### src/rtl/nor_chain_tester_if.sv
// rtl/nor_chain_tester_if.sv - chain-side bus between the tester and the cascaded NOR chain
interface nor_chain_tester_if;
    logic a;
    logic b;
    logic c;
    logic d;
    logic e;
    logic f;
    logic g;

    modport master (output a, b, c, d, input e, f, g);
    modport slave  (input a, b, c, d, output e, f, g);
endinterface

### src/rtl/nor_chain_tester.sv
// rtl/nor_chain_tester.sv - 16-vector sweep and golden-model check of the NOR chain
// Optional: NOR_TEST_STOP_ON_FAIL_EN ends the sweep at the first mismatching vector.
module nor_chain_tester #(
    parameter int unsigned SETTLE_CYCLES = 1
) (
    input  logic                       clk,
    input  logic                       rst,
    input  logic                       start_i,
    nor_chain_tester_if.master         chain,
    output logic                       busy_o,
    output logic                       done_o,
    output logic                       pass_o,
    output logic [4:0]                 err_count_o,
    output logic [3:0]                 first_fail_vec_o,
    output logic                       first_fail_valid_o
);

    typedef enum logic [1:0] {
        S_IDLE   = 2'd0,
        S_DRIVE  = 2'd1,
        S_SAMPLE = 2'd2,
        S_DONE   = 2'd3
    } state_t;

    localparam logic [3:0] SETTLE_LOAD = 4'(SETTLE_CYCLES - 1);

    state_t     state_q, state_d;
    logic [3:0] vec_q, vec_d;
    logic [3:0] cnt_q, cnt_d;
    logic [4:0] err_q, err_d;
    logic [3:0] ffv_q, ffv_d;
    logic       ffvalid_q, ffvalid_d;
    logic       pass_q, pass_d;

    logic ee, ef, eg;
    logic mismatch;
    logic last_vec;

    // Golden model is evaluated on the registered vector actually driven onto the chain.
    always_comb begin
        ee       = ~(vec_q[3] | vec_q[2]);
        ef       = ~(ee | vec_q[1]);
        eg       = ~(ef | vec_q[0]);
        mismatch = (chain.e != ee) | (chain.f != ef) | (chain.g != eg);
    end

    always_ff @(posedge clk or posedge rst) begin
        if (rst) begin
            state_q   <= S_IDLE;
            vec_q     <= 4'd0;
            cnt_q     <= 4'd0;
            err_q     <= 5'd0;
            ffv_q     <= 4'd0;
            ffvalid_q <= 1'b0;
            pass_q    <= 1'b0;
        end else begin
            state_q   <= state_d;
            vec_q     <= vec_d;
            cnt_q     <= cnt_d;
            err_q     <= err_d;
            ffv_q     <= ffv_d;
            ffvalid_q <= ffvalid_d;
            pass_q    <= pass_d;
        end
    end

    always_comb begin
        state_d   = state_q;
        vec_d     = vec_q;
        cnt_d     = cnt_q;
        err_d     = err_q;
        ffv_d     = ffv_q;
        ffvalid_d = ffvalid_q;
        pass_d    = pass_q;
        last_vec  = 1'b0;
        unique case (state_q)
            S_IDLE: begin
                if (start_i) begin
                    state_d   = S_DRIVE;
                    vec_d     = 4'd0;
                    cnt_d     = SETTLE_LOAD;
                    err_d     = 5'd0;
                    ffv_d     = 4'd0;
                    ffvalid_d = 1'b0;
                    pass_d    = 1'b0;
                end
            end
            S_DRIVE: begin
                if (cnt_q == 4'd0) begin
                    state_d = S_SAMPLE;
                end else begin
                    cnt_d = cnt_q - 4'd1;
                end
            end
            S_SAMPLE: begin
                if (mismatch) begin
                    err_d = err_q + 5'd1;
                    if (!ffvalid_q) begin
                        ffv_d     = vec_q;
                        ffvalid_d = 1'b1;
                    end
                end
`ifdef NOR_TEST_STOP_ON_FAIL_EN
                last_vec = (vec_q == 4'hF) | mismatch;
`else
                last_vec = (vec_q == 4'hF);
`endif
                if (last_vec) begin
                    state_d = S_DONE;
                    pass_d  = (err_d == 5'd0);
                end else begin
                    state_d = S_DRIVE;
                    vec_d   = vec_q + 4'd1;
                    cnt_d   = SETTLE_LOAD;
                end
            end
            S_DONE: begin
                state_d = S_IDLE;
            end
            default: begin
                state_d = S_IDLE;
            end
        endcase
    end

    always_comb begin
        busy_o             = (state_q == S_DRIVE) | (state_q == S_SAMPLE);
        done_o             = (state_q == S_DONE);
        pass_o             = pass_q;
        err_count_o        = err_q;
        first_fail_vec_o   = ffv_q;
        first_fail_valid_o = ffvalid_q;
        chain.a            = vec_q[3];
        chain.b            = vec_q[2];
        chain.c            = vec_q[1];
        chain.d            = vec_q[0];
    end

endmodule

### src/flat_wrapper.sv
// flat-port wrapper written by rule: the top's interface ports become plain ports
module nor_chain_tester_flat 
#(
    parameter int unsigned SETTLE_CYCLES = 1
)
  (clk, rst, start_i, busy_o, done_o, pass_o, err_count_o, first_fail_vec_o, first_fail_valid_o, chain_a, chain_b, chain_c, chain_d, chain_e, chain_f, chain_g);
  nor_chain_tester_if chain_i ();
  input  logic clk;
  input  logic rst;
  input  logic start_i;
  output logic busy_o;
  output logic done_o;
  output logic pass_o;
  output logic [4:0] err_count_o;
  output logic [3:0] first_fail_vec_o;
  output logic first_fail_valid_o;
  output wire logic [$bits(chain_i.a)-1:0] chain_a;
  output wire logic [$bits(chain_i.b)-1:0] chain_b;
  output wire logic [$bits(chain_i.c)-1:0] chain_c;
  output wire logic [$bits(chain_i.d)-1:0] chain_d;
  input wire logic [$bits(chain_i.e)-1:0] chain_e;
  input wire logic [$bits(chain_i.f)-1:0] chain_f;
  input wire logic [$bits(chain_i.g)-1:0] chain_g;
  assign chain_a = chain_i.a;
  assign chain_b = chain_i.b;
  assign chain_c = chain_i.c;
  assign chain_d = chain_i.d;
  assign chain_i.e = chain_e;
  assign chain_i.f = chain_f;
  assign chain_i.g = chain_g;
  nor_chain_tester #(.SETTLE_CYCLES(SETTLE_CYCLES)) u_core (.clk(clk), .rst(rst), .start_i(start_i), .chain(chain_i), .busy_o(busy_o), .done_o(done_o), .pass_o(pass_o), .err_count_o(err_count_o), .first_fail_vec_o(first_fail_vec_o), .first_fail_valid_o(first_fail_valid_o));
endmodule
### config.mk
export PLATFORM = sky130hd
export DESIGN_NAME = nor_chain_tester_flat
export DESIGN_NICKNAME = d
export VERILOG_FILES = /design/src/rtl/nor_chain_tester_if.sv /design/src/rtl/nor_chain_tester.sv /design/src/flat_wrapper.sv
export SDC_FILE = /design/constraint.sdc
export NUM_CORES = 1
export LEC_CHECK = 0
export ABC_AREA = 1
export CORE_ASPECT_RATIO = 1.4
export CORE_MARGIN = 4
export CORE_UTILIZATION = 56
export CTS_CLUSTER_SIZE = 30
export DETAILED_ROUTE_END_ITERATION = 10
export DONT_BUFFER_PORTS = 1
export GPL_TIMING_DRIVEN = 0
export PLACE_DENSITY = 0.75
export SETUP_SLACK_MARGIN = 0.1
export SLEW_MARGIN = 20
export SYNTH_ARGS = -nofsm -noshare
export SYNTH_HDL_FRONTEND = slang
export SYNTH_SLANG_ARGS = --single-unit
### constraint.sdc
create_clock -name clk -period 1.65 [get_ports clk]
set_clock_uncertainty 0.05 [all_clocks]
set_input_delay 0.2475 -clock clk [delete_from_list [all_inputs] [get_ports clk]]
set_output_delay 0.2475 -clock clk [all_outputs]
set_load 0.1 [all_outputs]
==> results.cfg <==
[final_layout]
num_antenna_cells = 0
fillers = 139
fin_nets = 212
final_layout_size_suffix_gt1_frac = 0.454
area_delta_synth_final_pct = 35.2

[floorplanning]
rows = 20
die-area_um2 = 3230
fp.dieW_um = 49.2
die_h_um = 65.7
core_um2 = 2230
io_pins = 23
start_util = 0.597

[route]
wl_um = 3510
first_pass_iters = 4
ant_nets = 0
route.detailed.drc = 0
drtIter0Drc = 37
wl_per_cell_um = 16.1
viasPerCell = 5.67
dr_total_vias = 1236

[worst_setup_path]
crit_fanout = 5
slowest_delay_ns = 0.66
path_cells = ha_4 -> nand3_4 -> nor2_4 -> nor3_4 -> o21ai_2 -> nor3_1 -> nor3b_2
rr_worst_depth = 7
worst_setup_path_start_kind = flop
crit_required_ns = 1.82
reg2reg_to = u_core.cnt_q[3]
path_buf_inv = 0
critical-path-top-delay-family = simple AND/OR/NAND/NOR gates
rrSetupSlack_ns = -0.20
worstSetupStartpoint = u_core.vec_q[1]
arrival_ns = 2.02
cpMaxStageDelayCell = dfrtp_4
critPathKind = flop to flop
critPathCaptureType = flop
r2r_start = u_core.vec_q[1]

[cts]
cts.sinks = 21
numCtsBuffers = 3
cts_max_path_buffers = 2
insertion_delay_ns = 0.32
htreeDepth = 1
path_clk_slew_ns = 0.12
cts-root-buf = clkbuf_4
cts_tree = built

[global_route]
grt_pass1_wl_um = 5350
grt-ovfl-total = 0
grt_usage = 0.216
grt_max_degree = 22
antenna_found_initial = 0
grt_pass1_vias = 1222

[logic_synthesis]
synth_seq_cells = 21
syn_area_per_cell_um2 = 7.73
synth_edf_count = 0
synth_cell_type_count = 25
async_reset_ff_frac = 1.00
synth_nets = 187
yosys_warnings = 0
synthFlopType = dfrtp_1
syn_inst = 172
yosysSeqAreaShare = 0.395
synth_area_um2 = 1330

[hold_path]
min_from = start_i
holdPathEnd = u_core.state_q[0]
hold_depth = 5
hold_path_class = primary input to flop

[place]
gp_congestion = 0.795
hpwlAfterDp_um = 2110
port_buffers = 0

[sta]
drv_slew = 0
tightest_slew_ns = 0.922
grt_setup_unrepaired = yes
final_hold_viol_count = 0
final-setup-viol-count = 19
fin_tns_setup_ns = -2.18
fin_crit_ns = 1.85
setup_slack_ns = -0.203
slew_headroom = 0.385
fin_crit_sh = 1.12
fmax_mhz = 540

[run]
maxCapViolCount = 0

[run_status]
status = finished with violations
violations = negative setup slack
## sequential cells by signal, summed over array words and instances, names as in the netlist
signal and count:
u_core.pass_o 1, u_core.cnt_q 4, u_core.vec_q 4, u_core.first_fail_valid_o 1
u_core.err_count_o 5, u_core.state_q 2, u_core.first_fail_vec_o 4
## worst reg2reg max path: stages, from the launching register on
cell	delay, ns
dfrtp_4	0.66
ha_4	0.24
nand3_4	0.09
nor2_4	0.06
nor3_4	0.20
o21ai_2	0.13
nor3_1	0.25
nor3b_2	0.08
## final cells by class
class,instances,area [um^2],share of cell area
Multi-Input combinational cell,119,871,0.484
Timing Repair Buffer,20,176,0.0981
Sequential cell,21,559,0.311
Tap cell,22,27.5,0.0153
Inverter,31,123,0.0682
Clock buffer,4,26.3,0.0146
Buffer,1,15.0,0.00835
## metrics by stage
stage	hold slack [ns]	utilization	worst slack (ns)	cell area [um^2]	instances
2_1_floorplan	0.174	-	-0.0221	1430	172
3_3_place_gp	0.269	0.653	-0.136	1460	194
3_5_place_dp	0.283	0.653	-0.181	1460	194
4_1_cts	0.211	0.729	-0.182	1620	208
5_1_grt	0.189	0.807	-0.317	1800	218
6_report	0.169	0.807	-0.203	1800	218
## placed cells by master, fill, tap and decap left out, types with 2 or more instances in the layout
cell type,instances
nand2_1,35
inv_1,20
buf_4,15
inv_2,9
dfrtp_2,9
nand3_1,8
o21ai_1,8
nand2_2,8
nor2_1,8
nor2_4,6
dfrtp_1,6
dfrtp_4,6
o21ai_2,5
ha_1,5
nand3_2,4
xor2_1,4
nand4_1,4
ha_4,4
o22ai_2,3
clkbuf_4,3
buf_6,3
nor3_1,2
a21oi_2,2
a21oi_1,2
## metal layers
metal | share of wire | track usage | vias up
met1 | 0.38 | 0.226 | 605
met4 | 0.016 | 0.121 | 0
met2 | 0.56 | 0.398 | 28
li1 | - | - | 598
met3 | 0.040 | 0.0431 | 5
met5 | 0 | 0 | -
## how the worst max path moves through the flow
stage | endpoint | slack, ns | depth (start not counted)
2_1_floorplan | u_core.cnt_q[3] | -0.02 | 7
3_3_place_gp | u_core.pass_o | -0.14 | 11
3_5_place_dp | u_core.cnt_q[3] | -0.18 | 7
4_1_cts | u_core.cnt_q[3] | -0.18 | 7
5_1_grt | u_core.pass_o | -0.32 | 11
6_report | u_core.cnt_q[3] | -0.20 | 7
## cells in the mapped netlist (3+ instances only)
master / count / area [um^2]
a21oi_1: 4 / 20.0
inv_2: 3 / 11.3
dfrtp_1: 21 / 526
xor2_1: 4 / 35.0
nor3_1: 3 / 15.0
nand2_1: 44 / 165
o22ai_1: 3 / 18.8
inv_1: 28 / 105
nand3_1: 12 / 60.1
nand4_1: 4 / 25.0
o21ai_0: 12 / 60.1
ha_1: 9 / 113
nor2_1: 11 / 41.3
nor2_4: 3 / 33.8
## kinds of logic (layout without fill, tap and decap cells)
kind of cell | Yosys count | in the layout | synth area share
xor gates and xnor gates | 5 | 5 | 0.0329
AOI/OAI and AO/OA | 23 | 23 | 0.103
adders and majority gates | 9 | 9 | 0.0847
DFF | 21 | 21 | 0.395
and+or+nand+nor | 82 | 82 | 0.292
buffers and inverters | 32 | 56 | 0.0931
## repair_timing
action / in CTS / in global routing
gates resized for setup: 19 / 32
buffers inserted: 9 / 10
hold buffers: 1 / 0
endpoints found under the setup margin: 27 / 24
pin swaps: 11 / 12
hold endpoints to repair: 21 / 0
Power is left out: the tool's default activity adds up to more than one toggle a clock period on the data nets, which glitch-free logic cannot reach.
